[config.mk]
export PLATFORM = sky130hd
export DESIGN_NAME = alu_seq_param
export DESIGN_NICKNAME = d
export VERILOG_FILES = /design/src/rtl/alu_seq_param.sv
export SDC_FILE = /design/constraint.sdc
export NUM_CORES = 1
export LEC_CHECK = 0
export ABC_CLOCK_PERIOD_IN_PS = 6700
export CAP_MARGIN = 20
export CORE_UTILIZATION = 50
export DETAILED_ROUTE_END_ITERATION = 6
export GPL_TIMING_DRIVEN = 0
export PLACE_DENSITY = 0.69
export SYNTH_ARGS = -nofsm -noshare
export SYNTH_HDL_FRONTEND = slang
export SYNTH_SLANG_ARGS = --single-unit
[constraint.sdc]
create_clock -name clk -period 6.7 [get_ports clk]
set_input_delay 1.34 -clock clk [delete_from_list [all_inputs] [get_ports clk]]
set_output_delay 1.34 -clock clk [all_outputs]
set_load 0.005 [all_outputs]
[src/rtl/alu_seq_param.sv]
// Sequential ALU with a valid/ready handshake: single-cycle logic/arith ops,
// multi-cycle shift-add multiply and restoring divide.
module alu_seq_param #(
  parameter int WIDTH = 8
) (
  input  logic                 clk,
  input  logic                 rst,
  input  logic [WIDTH-1:0]     a,
  input  logic [WIDTH-1:0]     b,
  input  logic [3:0]           s,
  input  logic                 in_valid,
  output logic                 in_ready,
  output logic [2*WIDTH-1:0]   y,
  output logic                 carry,
  output logic                 zero,
  output logic                 err,
  output logic                 out_valid,
  input  logic                 out_ready
);

  localparam int SHW = $clog2(WIDTH);
  localparam int CW  = $clog2(WIDTH);
  localparam logic [SHW:0]  WVAL = (SHW+1)'(WIDTH);
  localparam logic [CW-1:0] LAST = CW'(WIDTH-1);

  typedef enum logic [1:0] {IDLE, BUSY, DONE} state_t;

  state_t               r_state;
  logic                 r_isDiv;
  logic [CW-1:0]        r_cnt;
  logic [2*WIDTH-1:0]   r_acc;
  logic [2*WIDTH-1:0]   r_mcand;
  logic [WIDTH-1:0]     r_mplier;
  logic [WIDTH-1:0]     r_rem;
  logic [WIDTH-1:0]     r_quo;
  logic [WIDTH-1:0]     r_divisor;

  logic [WIDTH:0]       w_add;
  logic [WIDTH:0]       w_sub;
  logic [WIDTH:0]       w_inc;
  logic [WIDTH:0]       w_dec;
  logic [SHW-1:0]       w_sh;
  logic [SHW-1:0]       w_rotAmt;
  logic [SHW:0]         w_rotInv;
  logic [WIDTH-1:0]     w_rotl;
  logic [WIDTH-1:0]     w_rotr;
  logic [2*WIDTH-1:0]   w_single;
  logic                 w_carry;

  logic [2*WIDTH-1:0]   w_accNext;
  logic [WIDTH:0]       w_shifted;
  logic [WIDTH:0]       w_trial;
  logic                 w_ge;
  logic [WIDTH-1:0]     w_remNext;
  logic [WIDTH-1:0]     w_quoNext;
  logic [2*WIDTH-1:0]   w_busyResult;

  assign in_ready  = (r_state == IDLE);
  assign out_valid = (r_state == DONE);

  assign w_add = {1'b0, a} + {1'b0, b};
  assign w_sub = {1'b0, a} - {1'b0, b};
  assign w_inc = {1'b0, a} + (WIDTH+1)'(1);
  assign w_dec = {1'b0, a} - (WIDTH+1)'(1);

  // Rotates reduce the amount modulo WIDTH so non-power-of-two widths still rotate
  assign w_sh     = b[SHW-1:0];
  assign w_rotAmt = SHW'(32'(w_sh) % WIDTH);
  assign w_rotInv = WVAL - {1'b0, w_rotAmt};
  assign w_rotl   = (a << w_rotAmt) | (a >> w_rotInv);
  assign w_rotr   = (a >> w_rotAmt) | (a << w_rotInv);

  always_comb begin
    w_single = '0;
    w_carry  = 1'b0;
    case (s)
      4'h0: begin w_single = {{(WIDTH-1){1'b0}}, w_add}; w_carry = w_add[WIDTH]; end
      4'h1: begin w_single = {{(WIDTH-1){1'b0}}, w_sub}; w_carry = w_sub[WIDTH]; end
      4'h4: w_single = {{WIDTH{1'b0}}, a & b};
      4'h5: w_single = {{WIDTH{1'b0}}, a | b};
      4'h6: w_single = {{WIDTH{1'b0}}, a ^ b};
      4'h7: w_single = {{WIDTH{1'b0}}, ~a};
      4'h8: w_single = {{WIDTH{1'b0}}, a << w_sh};
      4'h9: w_single = {{WIDTH{1'b0}}, a >> w_sh};
      4'hA: w_single = {{WIDTH{1'b0}}, w_rotl};
      4'hB: w_single = {{WIDTH{1'b0}}, w_rotr};
      4'hC: w_single = {{(2*WIDTH-1){1'b0}}, (a > b)};
      4'hD: begin w_single = {{(WIDTH-1){1'b0}}, w_inc}; w_carry = w_inc[WIDTH]; end
      4'hE: begin w_single = {{(WIDTH-1){1'b0}}, w_dec}; w_carry = w_dec[WIDTH]; end
      4'hF: w_single = {{WIDTH{1'b0}}, b};
      default: w_single = '0;
    endcase
  end

  // One shift-add or restoring-divide iteration per BUSY cycle
  assign w_accNext = r_acc + (r_mplier[0] ? r_mcand : '0);
  assign w_shifted = {r_rem, r_quo[WIDTH-1]};
  assign w_trial   = w_shifted - {1'b0, r_divisor};
  assign w_ge      = ~w_trial[WIDTH];
  assign w_remNext = w_ge ? w_trial[WIDTH-1:0] : w_shifted[WIDTH-1:0];
  assign w_quoNext = {r_quo[WIDTH-2:0], w_ge};
  assign w_busyResult = r_isDiv ? {w_remNext, w_quoNext} : w_accNext;

  always_ff @(posedge clk or posedge rst) begin
    if (rst) begin
      r_state   <= IDLE;
      r_isDiv   <= 1'b0;
      r_cnt     <= '0;
      r_acc     <= '0;
      r_mcand   <= '0;
      r_mplier  <= '0;
      r_rem     <= '0;
      r_quo     <= '0;
      r_divisor <= '0;
      y         <= '0;
      carry     <= 1'b0;
      zero      <= 1'b0;
      err       <= 1'b0;
    end else begin
      case (r_state)
        IDLE: begin
          if (in_valid) begin
            if (s == 4'h2) begin
              r_isDiv  <= 1'b0;
              r_acc    <= '0;
              r_mcand  <= {{WIDTH{1'b0}}, a};
              r_mplier <= b;
              r_cnt    <= '0;
              r_state  <= BUSY;
            end else if (s == 4'h3 && b == '0) begin
              y       <= '1;
              carry   <= 1'b0;
              zero    <= 1'b0;
              err     <= 1'b1;
              r_state <= DONE;
            end else if (s == 4'h3) begin
              r_isDiv   <= 1'b1;
              r_rem     <= '0;
              r_quo     <= a;
              r_divisor <= b;
              r_cnt     <= '0;
              r_state   <= BUSY;
            end else begin
              y       <= w_single;
              carry   <= w_carry;
              zero    <= (w_single == '0);
              err     <= 1'b0;
              r_state <= DONE;
            end
          end
        end
        BUSY: begin
          r_cnt <= r_cnt + 1'b1;
          if (r_isDiv) begin
            r_rem <= w_remNext;
            r_quo <= w_quoNext;
          end else begin
            r_acc    <= w_accNext;
            r_mcand  <= r_mcand << 1;
            r_mplier <= r_mplier >> 1;
          end
          if (r_cnt == LAST) begin
            y       <= w_busyResult;
            carry   <= 1'b0;
            zero    <= (w_busyResult == '0);
            err     <= 1'b0;
            r_state <= DONE;
          end
        end
        DONE: begin
          if (out_ready) r_state <= IDLE;
        end
        default: r_state <= IDLE;
      endcase
    end
  end

endmodule

## Word level (Yosys, flattened, before mapping)

Index checks and enable logic that the tools add are counted.
W data, S select, Z words.

| storage, ports and cells | value |
|---|---|
| memory bits (read-only) | 0 |
| latch bits | 0 |
| input bits | 24 |
| output and inout port bits | 21 |
| word-level logic and storage cells | 148 |
| register bits | 89 |
| memories kept | 0 |
| bits in writable memories | 0 |

| operators by class | value |
|---|---|
| mux-type cells | 67 |
| magnitude comparators | 1 |
| reductions and logical operators | 15 |
| shifts and indexed selects | 4 |
| div/mod/pow operators | 0 |
| $mul | 0 |
| $add $sub $neg | 8 |
| bitwise gates (word level) | 9 |
| eq/ne operators | 31 |

Operator list:

| kind | number |
|---|---|
| $mux W16 | 13 |
| $pmux W9 S14 | 1 |
| $mux W8 | 14 |
| $pmux W16 S2 | 3 |
| $pmux W8 S2 | 3 |
| $eq A4 B4 Y1 const B | 8 |
| $logic_not A16 Y1 | 2 |
| $or A8 B8 Y8 | 3 |
| $mux W1 | 17 |
| $add A16 B16 Y16 | 1 |
| $eq A4 B3 Y1 const B | 4 |
| $ne A2 B2 Y1 const B | 7 |
| $mux W2 | 6 |
| $mux W3 | 4 |
| $reduce_and A4 Y1 | 3 |
| $reduce_and A5 Y1 | 2 |
| $add A8 B1 Y9 const B | 1 |
| $add A8 B8 Y9 | 1 |
| $sub A8 B1 Y9 const B | 1 |
| $sub A8 B8 Y9 | 1 |
| $sub A9 B8 Y9 | 1 |
| $and A8 B8 Y8 | 1 |
| $eq A4 B2 Y1 const B | 2 |
| $gt A8 B8 Y1 | 1 |
| other kinds (28) | 35 |

## Longest topological paths before layout

| depth | value |
|---|---|
| word-level depth | 10 |
| mapped depth | 13 |
| gate-level depth less buffers | 12 |

## Worst setup path before layout

Ideal clock, no wire load.

| path | value |
|---|---|
| kind | in2reg |
| start | input a[3] |
| end | register zero |
| arrival | 4.107 ns |
| required time | 6.590 ns |
| buffers on the path | 2 |
| stages on the path | 12 |
| library setup time | 0.110 ns |
| slack | 2.483 ns |
| path through | clkbuf_1 > clkbuf_1 > inv_1 > ha_1 > and3_1 > a221o_1 > or2_1 > a221o_1 > a211o_1 > a2111oi_2 > a32oi_1 > o41ai_1 |

| on the way | value |
|---|---|
| longest elaborated chain between the ends | 9 |
| elaborated cells on any way between the ends | 22 |
| classes of those cells | add/sub (4); order compare (1); shift (4); mux (6); bitwise (6); reduce/logical (1) |

RTL lines:

| item | line | text |
|---|---|---|
| start: declaration | 8 | `input logic [WIDTH-1:0] a,` |
| parallel branches: the longest is 2 deep, another holds $sub A8 B1 Y9 | n/a |  |
| $pmux W9 S14 * | 76 | `case (s)` |
| $logic_not A16 Y1 * | 146 | `zero <= (w_single == '0);` |
| $mux W1 * | 136 | `end else if (s == 4'h3) begin` |
| $mux W1 * | 130 | `end else if (s == 4'h3 && b == '0) begin` |
| $mux W1 * | 123 | `if (s == 4'h2) begin` |
| $mux W1 * | 122 | `if (in_valid) begin` |
| $pmux W1 S2 * | 120 | `case (r_state)` |
| end signal: assignment | 146 |  |
| end signal: assignment | 165 | `zero <= (w_busyResult == '0);` |
| end: declaration | 15 | `output logic zero,` |

Mark *: on every way between the ends. The select of a mux whose other input is x is not followed.
A chain may end at the register's enable or synchronous reset.

## Worst setup path in the final report

Ends and elaborated chain as after synthesis.

==> results.cfg <==
[timing]
min_period_ps = 5700
max_freq_ghz = 0.176
setup_viol = 0
holdWs_ps = 478
fin_skew_ps = 9.12
hold_viol = 0
slew_violations = 0
max-slew-margin-rel = 0.263
min_period_over_period = 0.850
tightestPinTransition_ps = 1080
fin_setup_tns_ps = 0
rsz0062_at_grt = no

[clock_network]
htreeDepth = 3
cts_hold_buf = 0
cts_resized = 0
cts-buffers-inserted = 9
cts.sinks = 89
path_clk_slew_ps = 70
cts-root-buf = clkbuf_16
cts_tree = built
cts_buffer_depth = 2
clock_latency_ps = 350
post_cts_buffers = 0

[synth]
synth.distinct_cells = 82
synth_compound_area_frac = 0.261
avgSynthCellArea_sq_um = 8.36
muxShareOfSynthArea = 0.0760
synthAdderAreaFrac = 0.0922
synth.net_count = 1063
synthSimpleGateAreaFrac = 0.207
ys_seq_area_frac = 0.272
synth-xor-area-share = 0.0320
yosys_warnings = 0
synth_flop_cell = dfrtp_1
synth_seq_cells = 89
synth_top_family_by_area = compound AO/OA/AOI/OAI gates
syn-cell-area_sq_um = 8200
postSynth.asyncResetShare = 1.00
synth_edf_count = 0
syn_inst = 981

[pwr]
leakagePower_nw = 4.00
power_density_nw_per_um2 = 321
ir_worst_vdd_uv = 301

[detailed_routing]
wl_per_cell_microns = 23.0
drt-pass1-iter-count = 5
ant_nets = 0
wl_mm = 28.9
num_vias = 8356
drc = 0
drt_iter0_markers = 1195
vias_per_cell = 6.64

[die]
num_rows = 46
die-area_sq_um = 16900
core_region_area_sq_um = 15900
initial_utilization = 0.514
die_h_microns = 130
num_io_pins = 45
die_w_microns = 130

[grt]
antenna_found_initial = 0
grt-ovfl-total = 0
globalRouteTotalUtil = 0.354
grt_max_degree = 72
grt_pass1_wl_mm = 44.5
grt_pass1_vias = 7588

[place]
place_area_sq_um = 8940
globalplace.congestion = 0.989
detailed_place_hpwl_mm = 22.5
io_buffers = 43

[layout]
area_growth_pct = 12.9
layout_common_cells = nand2_1, dfrtp_1, nor2_1
drive_gt1_frac = 0.0816
layout_commonest_cell = nand2_1
nets = 1119
fin_area_sq_um = 9250
diodes = 0

[setup_path]
cp_max_fo = 10
cp-end-kind = flip-flop
cp.required_ps = 6930
start_kind = input pin
arrival_ps = 5920
path_class = in -> reg

[job]
drv_cap = 0

[min_path]
hold_path.class = reg -> reg

[run_status]
status = completed
[logic make-up after synthesis]
logic type / count (synthesis)
simple gates: 335
buf+inv: 121
fa+ha+maj: 58
xor+xnor: 27
compound gates: 300
flops: 89
mux: 51
[registers in the layout, indices dropped and copies added, names as in the netlist, 2 cells and up]
name and flops:
r_acc 16, r_mcand 16, y 16, r_divisor 8
r_mplier 8, r_quo 8, r_rem 8, r_cnt 3
r_state 2
[synth_stat cells (10+ instances only)]
cell type | instances | share of area
a31oi_1 | 10 | 0.0076
a211oi_1 | 18 | 0.016
a221o_1 | 18 | 0.022
nor4_1 | 15 | 0.011
o22ai_1 | 10 | 0.0076
ha_1 | 54 | 0.082
o21ai_0 | 53 | 0.032
nand2_1 | 99 | 0.045
a21o_1 | 15 | 0.014
nor2b_1 | 12 | 0.0092
clkbuf_1 | 38 | 0.017
dfrtp_1 | 89 | 0.27
nand2b_1 | 11 | 0.0084
inv_1 | 43 | 0.020
and2_1 | 20 | 0.015
nand3_1 | 24 | 0.015
nor2_1 | 66 | 0.030
nor3_1 | 21 | 0.013
a22o_1 | 27 | 0.029
nand4_1 | 14 | 0.011
a21oi_1 | 53 | 0.032
buf_2 | 28 | 0.017
mux2_2 | 16 | 0.022
o31ai_1 | 12 | 0.011
o211ai_1 | 11 | 0.010
xnor2_1 | 13 | 0.014
nor3b_1 | 10 | 0.0092
mux2i_1 | 27 | 0.033
xor2_1 | 12 | 0.013
[worst max-delay path, cell delays in order]
cell,delay [ps]
clkdlybuf4s50_1,520
clkbuf_1,540
clkbuf_1,450
inv_1,170
ha_1,430
clkbuf_1,410
xor2_1,220
a2111oi_0,990
nand4_1,250
nor4_1,330
a32oi_1,160
o41ai_1,100
[through the flow]
stage / power, mW / util / setup slack, ps / instances
after floorplan: 1.88 / - / 2480 / 981
after global placement: 2.37 / 0.558 / 948 / 1240
after detailed placement: 2.39 / 0.561 / 914 / 1242
after CTS: 2.94 / 0.580 / 1280 / 1258
after global routing: 3.15 / 0.580 / 927 / 1258
final: 2.97 / 0.580 / 1000 / 1258
[routing by layer]
| layer | GRT usage | vias to the layer above | share of wire |
|---|---|---|---|
| met5 | 0 | - | 0 |
| met4 | 0.0787 | 0 | 0.016 |
| met3 | 0.0886 | 41 | 0.12 |
| met2 | 0.490 | 520 | 0.40 |
| met1 | 0.544 | 4006 | 0.46 |
| li1 | - | 3789 | - |
[worst paths after layout]
path | from | to | slack, ps | cells past startpoint
worst max-delay path | a[3] | zero | 1000 | 12
worst min-delay path | r_mplier[7] | r_mplier[7] | 480 | 2
worst max register to register | r_mplier[0] | zero | 2880 | 11
worst min register to register | r_mplier[7] | r_mplier[7] | 480 | 2
max in group asynchronous | rst | r_rem[4] | 4780 | 3
min in group asynchronous | rst | y[0] | 1280 | 2
[report_power, final]
group / switching, mW / internal (mW) / total, mW
Sequential: 0.151 / 0.726 / 0.877
Combinational: 0.895 / 0.656 / 1.55
Clock: 0.214 / 0.329 / 0.543
[layout make-up]
cell class                 count  area (sq um)
tap                          216           270
fill                        1515          6690
inverter                      47           179
sequential                    89          2230
clock inverter                 4          77.6
clock buffer                  12           236
multi-input combinational    771          5480
buffer                        74           320
timing repair buffer          45           468
Power figures use the tool's default switching activity.
